===== src/rtl/nest_placer.sv =====
// nest_placer: setup-phase placement controller sitting upstream of the nest.
// The direction keys steer a cursor, which is clamped so that the whole nest
// stays on screen. A place request probes the obstacle map at the cursor, and
// a clear site produces a one-cycle SET strobe carrying the chosen coordinates.
// Screen coordinates are used throughout, so y grows downward: key_up lowers y.
module nest_placer #(
    parameter int X_BITS   = 10,
    parameter int Y_BITS   = 9,
    parameter int X_MAX    = 639,
    parameter int Y_MAX    = 479,
    parameter int RADIUS   = 8,
    parameter int MOVE_DIV = 4
) (
    input  logic              setup_clk,
    input  logic              RESET,
    input  logic              SETUP_PHASE,
    input  logic              key_up,
    input  logic              key_down,
    input  logic              key_left,
    input  logic              key_right,
    input  logic              key_place,
    input  logic              obstacle_hit,
    output logic [X_BITS-1:0] cursor_x,
    output logic [Y_BITS-1:0] cursor_y,
    output logic              SET,
    output logic [X_BITS-1:0] out_x,
    output logic [Y_BITS-1:0] out_y,
    output logic              placed,
    output logic              reject
);

    typedef enum logic [2:0] {IDLE, MOVE, CHECK, COMMIT, DONE} state_t;

    localparam int CW = (MOVE_DIV > 1) ? $clog2(MOVE_DIV) : 1;

    localparam logic [X_BITS-1:0] X_LO  = X_BITS'(RADIUS);
    localparam logic [X_BITS-1:0] X_HI  = X_BITS'(X_MAX - RADIUS);
    localparam logic [X_BITS-1:0] X_MID = X_BITS'(X_MAX / 2);
    localparam logic [Y_BITS-1:0] Y_LO  = Y_BITS'(RADIUS);
    localparam logic [Y_BITS-1:0] Y_HI  = Y_BITS'(Y_MAX - RADIUS);
    localparam logic [Y_BITS-1:0] Y_MID = Y_BITS'(Y_MAX / 2);
    localparam logic [CW-1:0]     DIV_LAST = CW'(MOVE_DIV - 1);

    state_t            state;
    logic              setup_q;
    logic              place_q;
    logic [CW-1:0]     step_cnt;
    logic [X_BITS-1:0] next_x;
    logic [Y_BITS-1:0] next_y;

    // Opposing keys cancel; a lone key moves one pixel in its direction.
    logic x_inc, x_dec, y_inc, y_dec, any_dir, setup_rise, place_rise;
    assign x_inc      = key_right & ~key_left;
    assign x_dec      = key_left  & ~key_right;
    assign y_inc      = key_down  & ~key_up;
    assign y_dec      = key_up    & ~key_down;
    assign any_dir    = key_up | key_down | key_left | key_right;
    assign setup_rise = SETUP_PHASE & ~setup_q;
    assign place_rise = key_place & ~place_q;

    // Candidate cursor for a step; compared before the add/subtract, so the
    // position saturates at the clamp bounds and can never wrap.
    always_comb begin
        next_x = cursor_x;
        next_y = cursor_y;
        if (x_inc && (cursor_x < X_HI))      next_x = cursor_x + X_BITS'(1);
        else if (x_dec && (cursor_x > X_LO)) next_x = cursor_x - X_BITS'(1);
        if (y_inc && (cursor_y < Y_HI))      next_y = cursor_y + Y_BITS'(1);
        else if (y_dec && (cursor_y > Y_LO)) next_y = cursor_y - Y_BITS'(1);
    end

    // Placement FSM; every output is a register updated here.
    always_ff @(posedge setup_clk or negedge RESET) begin
        if (!RESET) begin
            state    <= IDLE;
            setup_q  <= 1'b0;
            place_q  <= 1'b0;
            step_cnt <= '0;
            cursor_x <= X_MID;
            cursor_y <= Y_MID;
            out_x    <= '0;
            out_y    <= '0;
            SET      <= 1'b0;
            placed   <= 1'b0;
            reject   <= 1'b0;
        end else begin
            setup_q <= SETUP_PHASE;
            place_q <= key_place;
            SET     <= 1'b0;
            reject  <= 1'b0;
            case (state)
                IDLE: begin
                    step_cnt <= '0;
                    if (setup_rise) begin
                        state    <= MOVE;
                        placed   <= 1'b0;
                        cursor_x <= X_MID;
                        cursor_y <= Y_MID;
                    end
                end
                MOVE: begin
                    if (!SETUP_PHASE) begin
                        state    <= IDLE;
                        step_cnt <= '0;
                    end else if (place_rise) begin
                        // The place edge wins over motion for this cycle.
                        state    <= CHECK;
                        step_cnt <= '0;
                    end else if (!any_dir) begin
                        step_cnt <= '0;
                    end else begin
                        // The first held cycle steps, then every MOVE_DIV cycles.
                        if (step_cnt == '0) begin
                            cursor_x <= next_x;
                            cursor_y <= next_y;
                        end
                        step_cnt <= (step_cnt == DIV_LAST) ? '0 : step_cnt + CW'(1);
                    end
                end
                CHECK: begin
                    if (!SETUP_PHASE) begin
                        state <= IDLE;
                    end else if (obstacle_hit) begin
                        reject <= 1'b1;
                        state  <= MOVE;
                    end else begin
                        out_x <= cursor_x;
                        out_y <= cursor_y;
                        SET   <= 1'b1;
                        state <= COMMIT;
                    end
                end
                COMMIT: begin
                    // The strobe always completes, even if setup has just ended.
                    placed <= 1'b1;
                    state  <= SETUP_PHASE ? DONE : IDLE;
                end
                DONE: begin
                    if (!SETUP_PHASE) state <= IDLE;
                end
                default: state <= IDLE;
            endcase
        end
    end

endmodule

===== config.mk =====
export PLATFORM = sky130hd
export DESIGN_NAME = nest_placer
export DESIGN_NICKNAME = d
export VERILOG_FILES = /design/src/rtl/nest_placer.sv
export SDC_FILE = /design/constraint.sdc
export NUM_CORES = 1
export LEC_CHECK = 0
export CAP_MARGIN = 10
export CELL_PAD_IN_SITES_DETAIL_PLACEMENT = 0
export CELL_PAD_IN_SITES_GLOBAL_PLACEMENT = 1
export CORE_AREA = 10 10 104 106
export DETAILED_ROUTE_END_ITERATION = 16
export DIE_AREA = 0 0 114 116
export GPL_TIMING_DRIVEN = 0
export PLACE_DENSITY = 0.7
export SYNTH_ARGS = -nofsm -noshare
export SYNTH_HDL_FRONTEND = slang
export SYNTH_SLANG_ARGS = --single-unit

===== constraint.sdc =====
create_clock -name setup_clk -period 2.65 [get_ports setup_clk]
set_input_delay 0.53 -clock setup_clk [delete_from_list [all_inputs] [get_ports setup_clk]]
set_output_delay 0.53 -clock setup_clk [all_outputs]
set_load 0.01 [all_outputs]

==> impl_metrics.yaml, run 1 <==
floorplanning:
  die_y_um: 116
  boundaryPins: 50
  std_cell_rows: 34
  dieArea_sq_um: 13200
  start_util: 0.323
  fp.coreArea_sq_um: 8680
  die_w_um: 114
route:
  num_vias: 2301
  routed_wl_um: 7600
  vias_per_cell: 4.98
  drc: 0
  wl_per_cell_um: 16.4
  antenna_left: 0
  drt_iter0_markers: 115
  first_pass_iters: 4
worst_setup_path:
  path_class: "flop to flop"
  endpoint_kind: "flop"
  crit_buf_inv: 2
  crit_slowest_cell: "dfrtp_2"
  crit_chain: "a21oi_2 -> a21oi_2 -> or3_4 -> buf_4 -> buf_4 -> ha_1 -> o21a_1 -> a2111oi_4 -> nor3_2 -> xnor2_1 -> o211ai_1"
  arrival_ns: 2.90
  cp_max_fo: 4
  crit_family: "compound AO/OA/AOI/OAI gates"
  cp-start-kind: "flop"
  worstPathRequired_ns: 2.87
  cp_slowest_stage_delay_ns: 0.44
hold_path:
  hold_class: "input port to asynchronous set/reset pin"
grt:
  grt_pass1_vias: 2420
  grt_max_degree: 29
  grt_antenna_before_repair: 0
  grt_first_pass_wirelength_um: 12600
  overflow: 0
  grt_usage: 0.118
logic_synthesis:
  syn_area_sq_um: 2800
  synth.yosys.seq_area_share: 0.435
  synth_fp_nets: 297
  avgSynthCellArea_sq_um: 10.4
  synth_edf_count: 0
  yosysTopAreaCell: "dfrtp_1"
  synth_top_area_share: 0.304
  yosys_warnings: 0
  synth_commonest_cells: "dfrtp_1, nor2_1, mux2_2"
  synth_most_common_cell: "dfrtp_1"
  syn_inst: 269
  yosys_register_bits: 48
  ys.flop_type: "dfrtp_1"
  postSynth.asyncResetShare: 1.00
  synth_area_leaders: "dfrtp_1, dfstp_2, mux2_2"
  synth_cell_types: 57
layout:
  post-route-util: 0.457
  area_growth_pct: 41.4
  nFillCells: 851
  fin_nets: 381
  multi_input_area_sq_um: 1690
  diodes: 0
  layout-drive-gt1-share: 0.339
  regArea_sq_um: 1220
clock_network:
  h-tree-depth: 2
  cts_made_buffers: 5
  cts_sinks: 48
  postCtsHoldBufs: 0
  clockRootBuffer: "clkbuf_8"
  cts.clk_slew.worst_paths_ns: 0.09
  clock_path_buffers: 2
  clk_latency_ns: 0.30
  cts_tree: "done"
sta:
  setup_viol: 1
  post-route-min-period_ns: 2.68
  worstMarginPinSlew_ns: 0.527
  finalSetupTns_ns: -0.0280
  layout_setup_ws_ns: -0.0280
  min_period_over_period: 1.01
  maxSlewHeadroom: 0.649
  finalHoldViolCount: 0
  drv_slew: 0
  fmax_ghz: 0.373
  finalClockSkew_ns: 0.0121
  rsz0062_at_grt: "yes"
power:
  p_leak_uw: 0.00163
  p_per_area_nw_per_um2: 1210
  totalPowerFinal_uw: 4800
  irDropWorstVdd_mv: 0.540
placement:
  preCtsSetupSlack_ns: -0.686
  place.gp.congestion: 0.806
  dpl.hpwl_um: 5270
  port_buffers: 49
status:
  status: "finished, violations left"
  violations: "setup timing"
flow_run:
  cap_violations: 0
-- layout by cell type, fill, tap and decap left out, types with 7 or more instances in the layout --
cell / synthesis / routed
a21oi_1: 16 / 10
clkdlybuf4s50_1: 0 / 44
mux2_2: 19 / 19
inv_1: 10 / 9
nor2_1: 25 / 24
nand2_1: 18 / 18
dfrtp_1: 34 / 32
ha_4: 0 / 7
o21ai_0: 18 / 11
xnor2_1: 10 / 10
dfstp_2: 14 / 14
buf_4: 2 / 28
ha_1: 17 / 10
-- worst reg2reg max path: stages, from the launching register on --
cell       delay (ns)
dfrtp_2          0.44
a21oi_2          0.15
a21oi_2          0.07
or3_4            0.36
buf_4            0.17
buf_4            0.15
ha_1             0.32
o21a_1           0.17
a2111oi_4        0.37
nor3_2           0.11
xnor2_1          0.13
o211ai_1         0.17
-- repair_timing --
| item | CTS | global route |
|---|---|---|
| gates resized for setup | 20 | 21 |
| pin swaps | 8 | 16 |
| endpoints found under the setup margin | 7 | 9 |
| setup buffers | 14 | 14 |
-- path summary, 6_finish.rpt --
kind | from | to | slack (ns) | depth (start not counted)
hold / removal | RESET | cursor_y[8]$_DFFE_PN0P_ | 0.19 | 1
hold reg to reg | out_x[9]$_DFFE_PN0P_ | out_x[9]$_DFFE_PN0P_ | 0.51 | 1
setup reg to reg | cursor_y[4]$_DFFE_PN0P_ | cursor_y[8]$_DFFE_PN0P_ | -0.03 | 11
min in group setup_clk | out_x[9]$_DFFE_PN0P_ | out_x[9]$_DFFE_PN0P_ | 0.51 | 1
max in group asynchronous | RESET | cursor_x[8]$_DFFE_PN1P_ | 1.87 | 2
setup / recovery | cursor_y[4]$_DFFE_PN0P_ | cursor_y[8]$_DFFE_PN0P_ | -0.03 | 11
-- cells by family (layout without fill, tap and decap cells) --
| kind of cell | count (synthesis) | in the layout | share of synthesized area |
|---|---|---|---|
| compound gates | 67 | 67 | 0.160 |
| xor+xnor | 14 | 14 | 0.0437 |
| fa+ha+maj | 19 | 19 | 0.0902 |
| flops | 48 | 48 | 0.435 |
| buf+inv | 18 | 103 | 0.0344 |
| mux | 20 | 20 | 0.0799 |
| simple gates | 83 | 83 | 0.157 |
-- power by group --
part	internal (uW)	switching, uW	leakage [uW]
registers	1100	322	0.000583
logic	1610	1340	0.00100
clock network	184	254	0.0000479
-- routing by layer --
metal / track usage / vias to the layer above / wire length (um) / share of wire
li1: - / 1140 / - / -
met2: 0.189 / 30 / 3600 / 0.47
met3: 0.0331 / 6 / 352 / 0.046
met5: 0 / - / 0 / 0
met1: 0.148 / 1125 / 3570 / 0.47
met4: 0.0401 / 0 / 73 / 0.0096
-- sequential cells by signal (all words and copies together), names as in the netlist --
name      cells
cursor_y      9
out_x        10
SET           1
place_q       1
step_cnt      2
reject        1
cursor_x     10
out_y         9
setup_q       1
state         3
placed        1
-- final cells by class --
class,instances,share of cell area
tap,108,0.0341
clock inverter,3,0.00473
inverter,10,0.00947
multi-input combinational,203,0.427
timing repair buffer,78,0.185
buffer,7,0.0136
sequential,48,0.308
clock buffer,5,0.0174
-- stage by stage --
stage	instance area [sq um]	hold slack, ns	instances
floorplan	2840	0.234	269
global placement	3470	0.491	426
detailed placement	3480	0.496	427
CTS	3760	0.204	449
global route	3960	0.209	462
finish	3960	0.192	462
No activity file was read; power rests on OpenSTA's default activity.
==> run 2, diff against run 1 <==
- CELL_PAD_IN_SITES_DETAIL_PLACEMENT: 0 -> 1
- SLEW_MARGIN: not set -> 20
==> run 2 against run 1 <==
Against the previous run:
- flip-flop and latch count did not move
- combinational power fell by 3%
- the run still ends with setup timing left
- global-route usage rose by 1.1 points
- clock power rose by 21%
- sequential power barely moved
- sequential share of layout area rose by 0.88 points
- critical endpoint unchanged
- largest power group unchanged
- setup slack got worse by 0.078 ns
- fmax fell by 2.8%
==> impl_metrics.yaml, run 2 (synthesis gave the netlist of run 1 again) <==
grt:
  grt_antenna_before_repair: 0
  grt_pass1_vias: 2628
  grt_first_pass_wirelength_um: 13800
  grt_max_degree: 49
  overflow: 0
  grt_usage: 0.128
floorplanning:
  die_y_um: 116
  start_util: 0.323
  die_w_um: 114
  boundaryPins: 50
  dieArea_sq_um: 13200
  std_cell_rows: 34
  fp.coreArea_sq_um: 8680
sta:
  finalHoldViolCount: 0
  layout_setup_ws_ns: -0.106
  setup_viol: 2
  maxSlewHeadroom: 0.580
  fmax_ghz: 0.363
  finalClockSkew_ns: 0.00738
  worstMarginPinSlew_ns: 0.629
  drv_slew: 0
  post-route-min-period_ns: 2.76
  finalSetupTns_ns: -0.199
  min_period_over_period: 1.04
  rsz0062_at_grt: "yes"
layout:
  diodes: 0
  nFillCells: 995
  multi_input_area_sq_um: 1600
  largest_registers: "cursor_x x10, out_x x10"
  regArea_sq_um: 1220
  final_common_cell: "clkdlybuf4s50_1"
  layout_common_cells: "clkdlybuf4s50_1, dfrtp_1, buf_4"
  layout-drive-gt1-share: 0.295
  fin_nets: 379
  area_growth_pct: 37.5
  fin_cells: 460
placement:
  dp_cells: 426
  place.gp.congestion: 0.806
  port_buffers: 49
  dpl.hpwl_um: 5640
power:
  switching_share: 0.397
  power_frac_comb: 0.595
  irDropWorstVdd_mv: 0.523
  p_leak_uw: 0.00160
  totalPowerFinal_uw: 4800
  p_switching_uw: 1900
  p_per_area_nw_per_um2: 1240
  power_frac_seq: 0.294
  clock_power_share: 0.110
  p_int_uw: 2890
worst_setup_path:
  endpoint_kind: "flop"
  path_class: "flop to flop"
  cp_max_fo: 5
  arrival_ns: 2.94
  worstPathRequired_ns: 2.83
  cp-start-kind: "flop"
route:
  num_vias: 2368
  drt_iter0_markers: 58
  antenna_left: 0
  wl_per_cell_um: 18.0
  drc: 0
  routed_wl_um: 8260
  vias_per_cell: 5.15
  first_pass_iters: 4
clock_network:
  cts.clk_slew.worst_paths_ns: 0.09
  clk_latency_ns: 0.30
  clock_path_buffers: 2
  cts_sinks: 48
  h-tree-depth: 2
  clockRootBuffer: "clkbuf_8"
  cts_made_buffers: 5
  cts_tree: "done"
  postCtsHoldBufs: 0
status:
  status: "finished, violations left"
  violations: "setup timing"
flow_run:
  cap_violations: 0
hold_path:
  hold_class: "input port to asynchronous set/reset pin"
==> run 2: what timing repair did <==
item,4_1_cts,5_1_grt
gates resized for setup,21,6
endpoints found under the setup margin,6,7
buffers inserted,14,14
pin swaps,11,14
==> run 2: final timing paths <==
check	start	slack, ns	end	depth (start not counted)
max	cursor_y[4]$_DFFE_PN0P_	-0.11	cursor_y[8]$_DFFE_PN0P_	11
min	RESET	0.24	out_y[8]$_DFFE_PN0P_	1
max reg2reg	cursor_y[4]$_DFFE_PN0P_	-0.11	cursor_y[8]$_DFFE_PN0P_	11
min reg2reg	out_x[9]$_DFFE_PN0P_	0.51	out_x[9]$_DFFE_PN0P_	1
max in group asynchronous	RESET	1.95	cursor_y[8]$_DFFE_PN0P_	1
min in group setup_clk	out_x[9]$_DFFE_PN0P_	0.51	out_x[9]$_DFFE_PN0P_	1
==> run 2: layout make-up <==
type,instances,area share
clock inverters,2,0.00909
multi-input cells,203,0.415
clock buffers,6,0.0188
repair buffers,76,0.181
well taps,108,0.0351
plain buffers,7,0.0140
inverters,10,0.00974
flip-flops and latches,48,0.317
==> run 2: worst max-delay path: stages, from the launching register on <==
cell and delay [ns]:
dfrtp_2 0.45, a21oi_2 0.16, a21oi_2 0.06, or3_4 0.38, buf_6 0.14, ha_4 0.22
a21o_1 0.20, a211o_1 0.32, a2111oi_4 0.33, nor3_2 0.11, mux2i_1 0.17, o211ai_1 0.11
==> run 2: power groups by stage <==
stage	Sequential (uW)	Combinational, uW	Clock [uW]
after floorplan	1500	1360	0
after global placement	1480	2310	0
after detailed placement	1490	2370	0
after CTS	1460	2670	544
after global routing	1470	3170	582
final	1410	2850	530
==> run 2: per-layer routing <==
layer  track usage  vias to the layer above  share of wire
met3        0.0331                        4          0.047
met4        0.0343                        0         0.0067
met2         0.221                       40           0.50
met1         0.155                     1193           0.44
li1              -                     1131              -
met5             0                        -              0
==> run 2: stage by stage <==
stage                     cell area (sq um)  hold slack, ns   util  setup WS, ns
after detailed placement               3460           0.496  0.399        -0.679
after global routing                   3850           0.283  0.444        -0.258
final                                  3850           0.241  0.444        -0.106
after global placement                 3470           0.491  0.399        -0.639
after CTS                              3750           0.265  0.432        -0.221
after floorplan                        2840           0.234      -       0.00699
==> RTL edit 1: new RTL, settings of run 1 <==
`X_BITS`: 10 -> 8.
--- a/src/rtl/nest_placer.sv
+++ b/src/rtl/nest_placer.sv
@@ -6,3 +6,3 @@
 module nest_placer #(
-    parameter int X_BITS   = 10,
+    parameter int X_BITS   = 8,
     parameter int Y_BITS   = 9,
Interface: changed (resized cursor_x and out_x); port bits go from 50 to 46. The function was not compared with the original's and may differ.
==> RTL edit 1 against run 1 <==
  * The flow still finishes with violations (setup timing)
  * Setup slack worse by 0.27 ns
  * Clock skew fell by 0.0032 ns
  * Sequential cell count is 4 lower
  * Wire length decreased by 8.0%
  * Cell area is 8.9% lower
  * Total power decreased by 32%
  * Combinational power is 43% lower
  * Critical path depth is the same
  * Sequential share of layout area up 0.17 points
  * Maximum frequency shrank 9.3%
  * Cell count shrank 7.4%
  * Global-route usage decreased by 1.3 points
  * Area after synthesis shrank 11%
==> RTL edit 1: results (changes against run 1) <==
{| class="wikitable"
! Metric !! Value
|-
| Maximum fanout along the worst path || 8 (was 4)
|-
| Clock root buffer master || clkbuf_8 (unchanged)
|-
| Number of nets in the layout || 345 (was 381)
|-
| Run status || finished, violations left (unchanged)
|-
| Worst-case vdd ir drop || 476 uV (was 540 uV)
|-
| Number of fillers in the final layout || 856 (was 851)
|-
| Final WS setup || -0.302 ns (was -0.0280 ns)
|-
| Resized Gates After CTS || 25 (was 20)
|-
| Parity-gate share of the synthesized area counting xor and xnor cells || 2.80% (was 4.38%)
|-
| Switching Fraction || 35.3% (was 39.8%)
|-
| Via/cell ratio || 4.99 (was 4.98)
|-
| Average wire per standard cell || 16.3 um (was 16.4 um)
|-
| Gpl congestion || 0.774 (was 0.806)
|-
| Post-Route Skew || 0.00889 ns (was 0.0121 ns)
|-
| Violations in the final reports || setup timing (unchanged)
|-
| Overall routing resource usage || 10.5% (was 11.8%)
|-
| HPWL after detailed placement || 4.76 mm (was 5.27 mm)
|-
| Pin count of the biggest net entering global routing || 35 (was 29)
|-
| Largest regs || cursor_y: 9 flops, out_y: 9 flops (was cursor_x: 10 flops, out_x: 10 flops)
|-
| Synth Area in Adders || 9.10% (was 9.02%)
|-
| Compound-cell area share of the yosys netlist || 18.1% (was 16.0%)
|-
| Sequential Power || 0.000997 W (was 0.00142 W)
|-
| Slew Limit Headroom || 64.3% (was 64.9%)
|-
| Initial drt markers || 66 (was 115)
|-
| Portion of total power attributed to combinational logic || 51.7% (was 61.3%)
|-
| Layout cell share with drive strength beyond 1 || 30.3% (was 33.9%)
|-
| Post-place instance area || 0.00311 sq mm (was 0.00348 sq mm)
|-
| Number of buffers added on ports || 45 (was 49)
|-
| Cells taking the most area after synthesis || dfrtp_1, dfstp_2, mux2_2 (unchanged)
|-
| Sequential share of the synthesized area || 44.7% (was 43.5%)
|-
| Critical Path AT || 3.20 ns (was 2.90 ns)
|-
| Number of distinct library cell variants in the gate-level netlist after synthesis || 47 (was 57)
|-
| Leakage power summed over all cells || 1.52 nW (was 1.63 nW)
|-
| Global-route wire length before repair || 11.2 mm (was 12.6 mm)
|-
| Buffers inserted by post-CTS timing repair || 23 (was 14)
|-
| Most frequent cells after synthesis || dfrtp_1, nor2_1, a21oi_1, mux2_2, o21ai_0 (was dfrtp_1, nor2_1, mux2_2, nand2_1, o21ai_0)
|-
| Endpoints failing setup || 5 (was 1)
|-
| Multiplexer share of the synthesized area || 7.65% (was 7.99%)
|-
| H-tree levels || 2 (unchanged)
|-
| Final Hold Slack || 0.0857 ns (was 0.192 ns)
|}
[RTL edit 1: stage by stage]
| stage | total power [W] | setup slack, ns | cells | setup TNS, ns |
|---|---|---|---|---|
| floorplan | 0.00184 | -0.212 | 237 | -0.320 |
| global placement | 0.00235 | -0.940 | 390 | -13.60 |
| detailed placement | 0.00237 | -0.986 | 391 | -6.88 |
| CTS | 0.00326 | -0.300 | 422 | -0.798 |
| global route | 0.00349 | -0.411 | 428 | -1.38 |
| finish | 0.00325 | -0.302 | 428 | -0.804 |
[RTL edit 1: final cells by class]
cell class,count,share of cell area (%)
inverters,9,1.00
clock buffers,7,2.67
plain buffers,6,0.901
multi-input cells,178,41.0
well taps,108,3.74
repair buffers,75,18.9
clock inverters,1,0.832
flip-flops and latches,44,31.0
[RTL edit 1: routing by layer]
metal	vias up	global-route usage, %	part of all wire [%]	wire length [um]
met1	1051	12.7	46	3180
li1	1043	-	-	-
met5	-	0	0	0
met2	37	17.6	48	3360
met4	0	2.59	0.76	53
met3	5	3.41	5.6	388
==> RTL edit 2: new RTL, config.mk and constraints of run 1 <==
Made on the original files. Encoding of `state_t`: now one-hot (5 bits for 5 states).
--- a/src/rtl/nest_placer.sv
+++ b/src/rtl/nest_placer.sv
@@ -31,3 +31,3 @@
 
-    typedef enum logic [2:0] {IDLE, MOVE, CHECK, COMMIT, DONE} state_t;
+    typedef enum logic [4:0] {IDLE = 5'b00001, MOVE = 5'b00010, CHECK = 5'b00100, COMMIT = 5'b01000, DONE = 5'b10000} state_t;
 
Check against the original RTL: same outputs for any inputs over 4 cycles, from zero or initial values and one cycle with RESET low; so few cycles prove little.
==> RTL edit 2 against run 1 <==
  * Cell area is 2.7% higher
  * Global-route usage increased by 0.23 points
  * Sequential cell count is 2 higher
  * Synthesized cell count increased by 3.7%
  * Area after synthesis is 4.5% higher
  * Setup slack better by 0.12 ns
  * Wire length up 5.3%
  * First-iteration DRC count fell by 33%
  * Sequential share of layout area up 0.44 points
  * Maximum frequency up 4.8%
  * Critical endpoint is now cursor_x[9]
Power is not compared: it rests on default switching activity, and its combinational part moved more than twofold at a synthesized area within 25%.
==> RTL edit 2: results (changes against run 1) <==
{| class="wikitable"
! Metric !! Value
|-
| Sequential share of the synthesized area || 43.4% (was 43.5%)
|-
| Global-route wire length before repair || 12.8 mm (was 12.6 mm)
|-
| Total nets after synthesis || 307 (was 297)
|-
| Via/cell ratio || 5.19 (was 4.98)
|-
| Number of cell instances on the worst register-to-register path || 11 (unchanged)
|-
| Highest cell delay on the worst timing path || 0.62 ns (was 0.44 ns)
|-
| Cells taking the most area after synthesis || dfrtp_1, dfstp_2, mux2_2 (unchanged)
|-
| Buffer depth of the longest clock path || 2 (unchanged)
|-
| Number of buffers created by CTS || 5 (unchanged)
|-
| Number of buffers added on ports || 49 (unchanged)
|-
| Post-Route Skew || 0.00338 ns (was 0.0121 ns)
|-
| Run status || finished, final reports clean (was finished, violations left)
|-
| Maximum fanout along the worst path || 6 (was 4)
|-
| Diodes inserted || 0 (unchanged)
|-
| Average wire per standard cell || 16.9 um (was 16.4 um)
|-
| Leakage power summed over all cells || 1.72 nW
|-
| DP Cell Count || 437 (was 427)
|-
| HPWL after detailed placement || 5.62 mm (was 5.27 mm)
|-
| Clock-pin slew of the registers on the worst-case setup and hold paths || 0.09 ns (about the same)
|-
| Pre-antenna DRT Iters || 4 (unchanged)
|-
| Crit path kind || reg -> reg (unchanged)
|-
| Layout cell share with drive strength beyond 1 || 34.6% (was 33.9%)
|-
| Post-synthesis instance total || 279 (was 269)
|-
| Vias in the first global route || 2370 (was 2420)
|-
| Number of antenna violations at the first check in global routing || 0 (unchanged)
|-
| Number of distinct library cell variants in the gate-level netlist after synthesis || 54 (was 57)
|-
| Remaining antenna violation count || 0 (unchanged)
|-
| Setup slack of the worst register-to-register path || 0.09 ns (was -0.03 ns)
|-
| Synth warn || 0 (unchanged)
|-
| Total wire length after detailed routing || 8.00 mm (was 7.60 mm)
|-
| Critical Path AT || 2.75 ns (was 2.90 ns)
|-
| Latest clock arrival within the worst-skew pair || 0.30 ns (about the same)
|-
| Pin count of the biggest net entering global routing || 33 (was 29)
|-
| Clock root buffer master || clkbuf_8 (unchanged)
|-
| Number of nets in the layout || 391 (was 381)
|-
| Fraction of synthesis flops using an asynchronous set or reset pin || 100% (unchanged)
|-
| Worst-case vdd ir drop || 199 uV
|-
| Beginning of the worst register-to-register path || cursor_x[0] (was cursor_y[4])
|-
| Class of the worst hold path || in -> async (unchanged)
|-
| Largest regs || cursor_x: 10 flops, out_x: 10 flops (unchanged)
|-
| H-tree levels || 2 (unchanged)
|-
| Slew Limit Headroom || 53.1% (was 64.9%)
|-
| Cell type of the slowest stage on the worst timing path || dfstp_2 (was dfrtp_2)
|-
| CP endpoint || cursor_x[9] (was cursor_y[8])
|-
| Overall routing resource usage || 12.0% (was 11.8%)
|-
| Most frequent cells after synthesis || dfrtp_1, nor2_1, mux2_2, ha_1 (was dfrtp_1, nor2_1, mux2_2, nand2_1, o21ai_0)
|-
| Gpl congestion || 0.797 (was 0.806)
|-
| Initial drt markers || 77 (was 115)
|}
-- RTL edit 2: changes by cell type in the layout (fill, tap and decap cells not counted), moves of 4 or more --
cell	run 1	this run
nor2_1	24	30
ha_4	7	3
nand2_1	18	9
a31oi_1	1	6
xor2_1	4	8
o21ai_0	11	6
xnor2_1	10	5
-- RTL edit 2: metrics by stage --
| stage | area, sq um | worst slack, ns |
|---|---|---|
| 5_1_grt | 4070 | -0.0353 |
| 4_1_cts | 3780 | -0.0241 |
| 3_3_place_gp | 3560 | -0.904 |
| 3_5_place_dp | 3580 | -0.951 |
| 6_report | 4070 | 0.0942 |
| 2_1_floorplan | 2940 | 0.0130 |
-- RTL edit 2: where the power goes --
part	internal [W]	switching (W)
registers	0.000786	0.0000211
clock network	0.000283	0.000253
logic	0.000173	0.000195
-- RTL edit 2: kinds of logic (layout without fill, tap and decap cells) --
logic type,count (synthesis),count (layout),share of synthesized area (%)
DFF,50,50,43.4
xor gates and xnor gates,13,13,3.89
AOI/OAI and AO/OA,71,71,17.1
muxes,21,21,8.08
buffers and inverters,23,108,4.70
and+or+nand+nor,82,82,14.2
adders and majority gates,19,19,8.63
-- RTL edit 2: area by class of cell --
type,instances,area [sq um]
inverters,14,57.6
clock inverters,1,30.0
repair buffers,78,722
multi-input cells,206,1700
flip-flops and latches,50,1270
well taps,108,135
plain buffers,8,80.1
fillers,826,4610
clock buffers,7,76.3
-- RTL edit 2: worst max-delay path, delay by kind of cell (launching register included) --
kind / cells / cell delay (ns)
adder cells (fa/ha/maj): 1 / 0.23
XOR/XNOR: 1 / 0.21
buffers and inverters: 1 / 0.14
flip-flops: 1 / 0.62
AO/OA/AOI/OAI: 8 / 1.26
-- RTL edit 2: timing repair --
| item | 4_1_cts | 5_1_grt |
|---|---|---|
| pin swaps | 8 | 16 |
| gates resized for setup | 21 | 27 |
| buffers inserted | 5 | 23 |
| setup endpoints to repair | 8 | 6 |
| hold buffers | 0 | 0 |
-- RTL edit 2: worst min path at each step --
stage / end / slack, ns
6_report: placed / 0.17
5_1_grt: placed / 0.20
2_1_floorplan: SET / 0.23
4_1_cts: out_x[9] / 0.19
3_5_place_dp: placed / 0.48
3_3_place_gp: placed / 0.46
-- RTL edit 2: layer usage --
layer	track usage (%)	routed length, um
met4	3.26	72
met1	15.9	3830
met2	18.5	3620
met5	0	0
met3	3.62	476
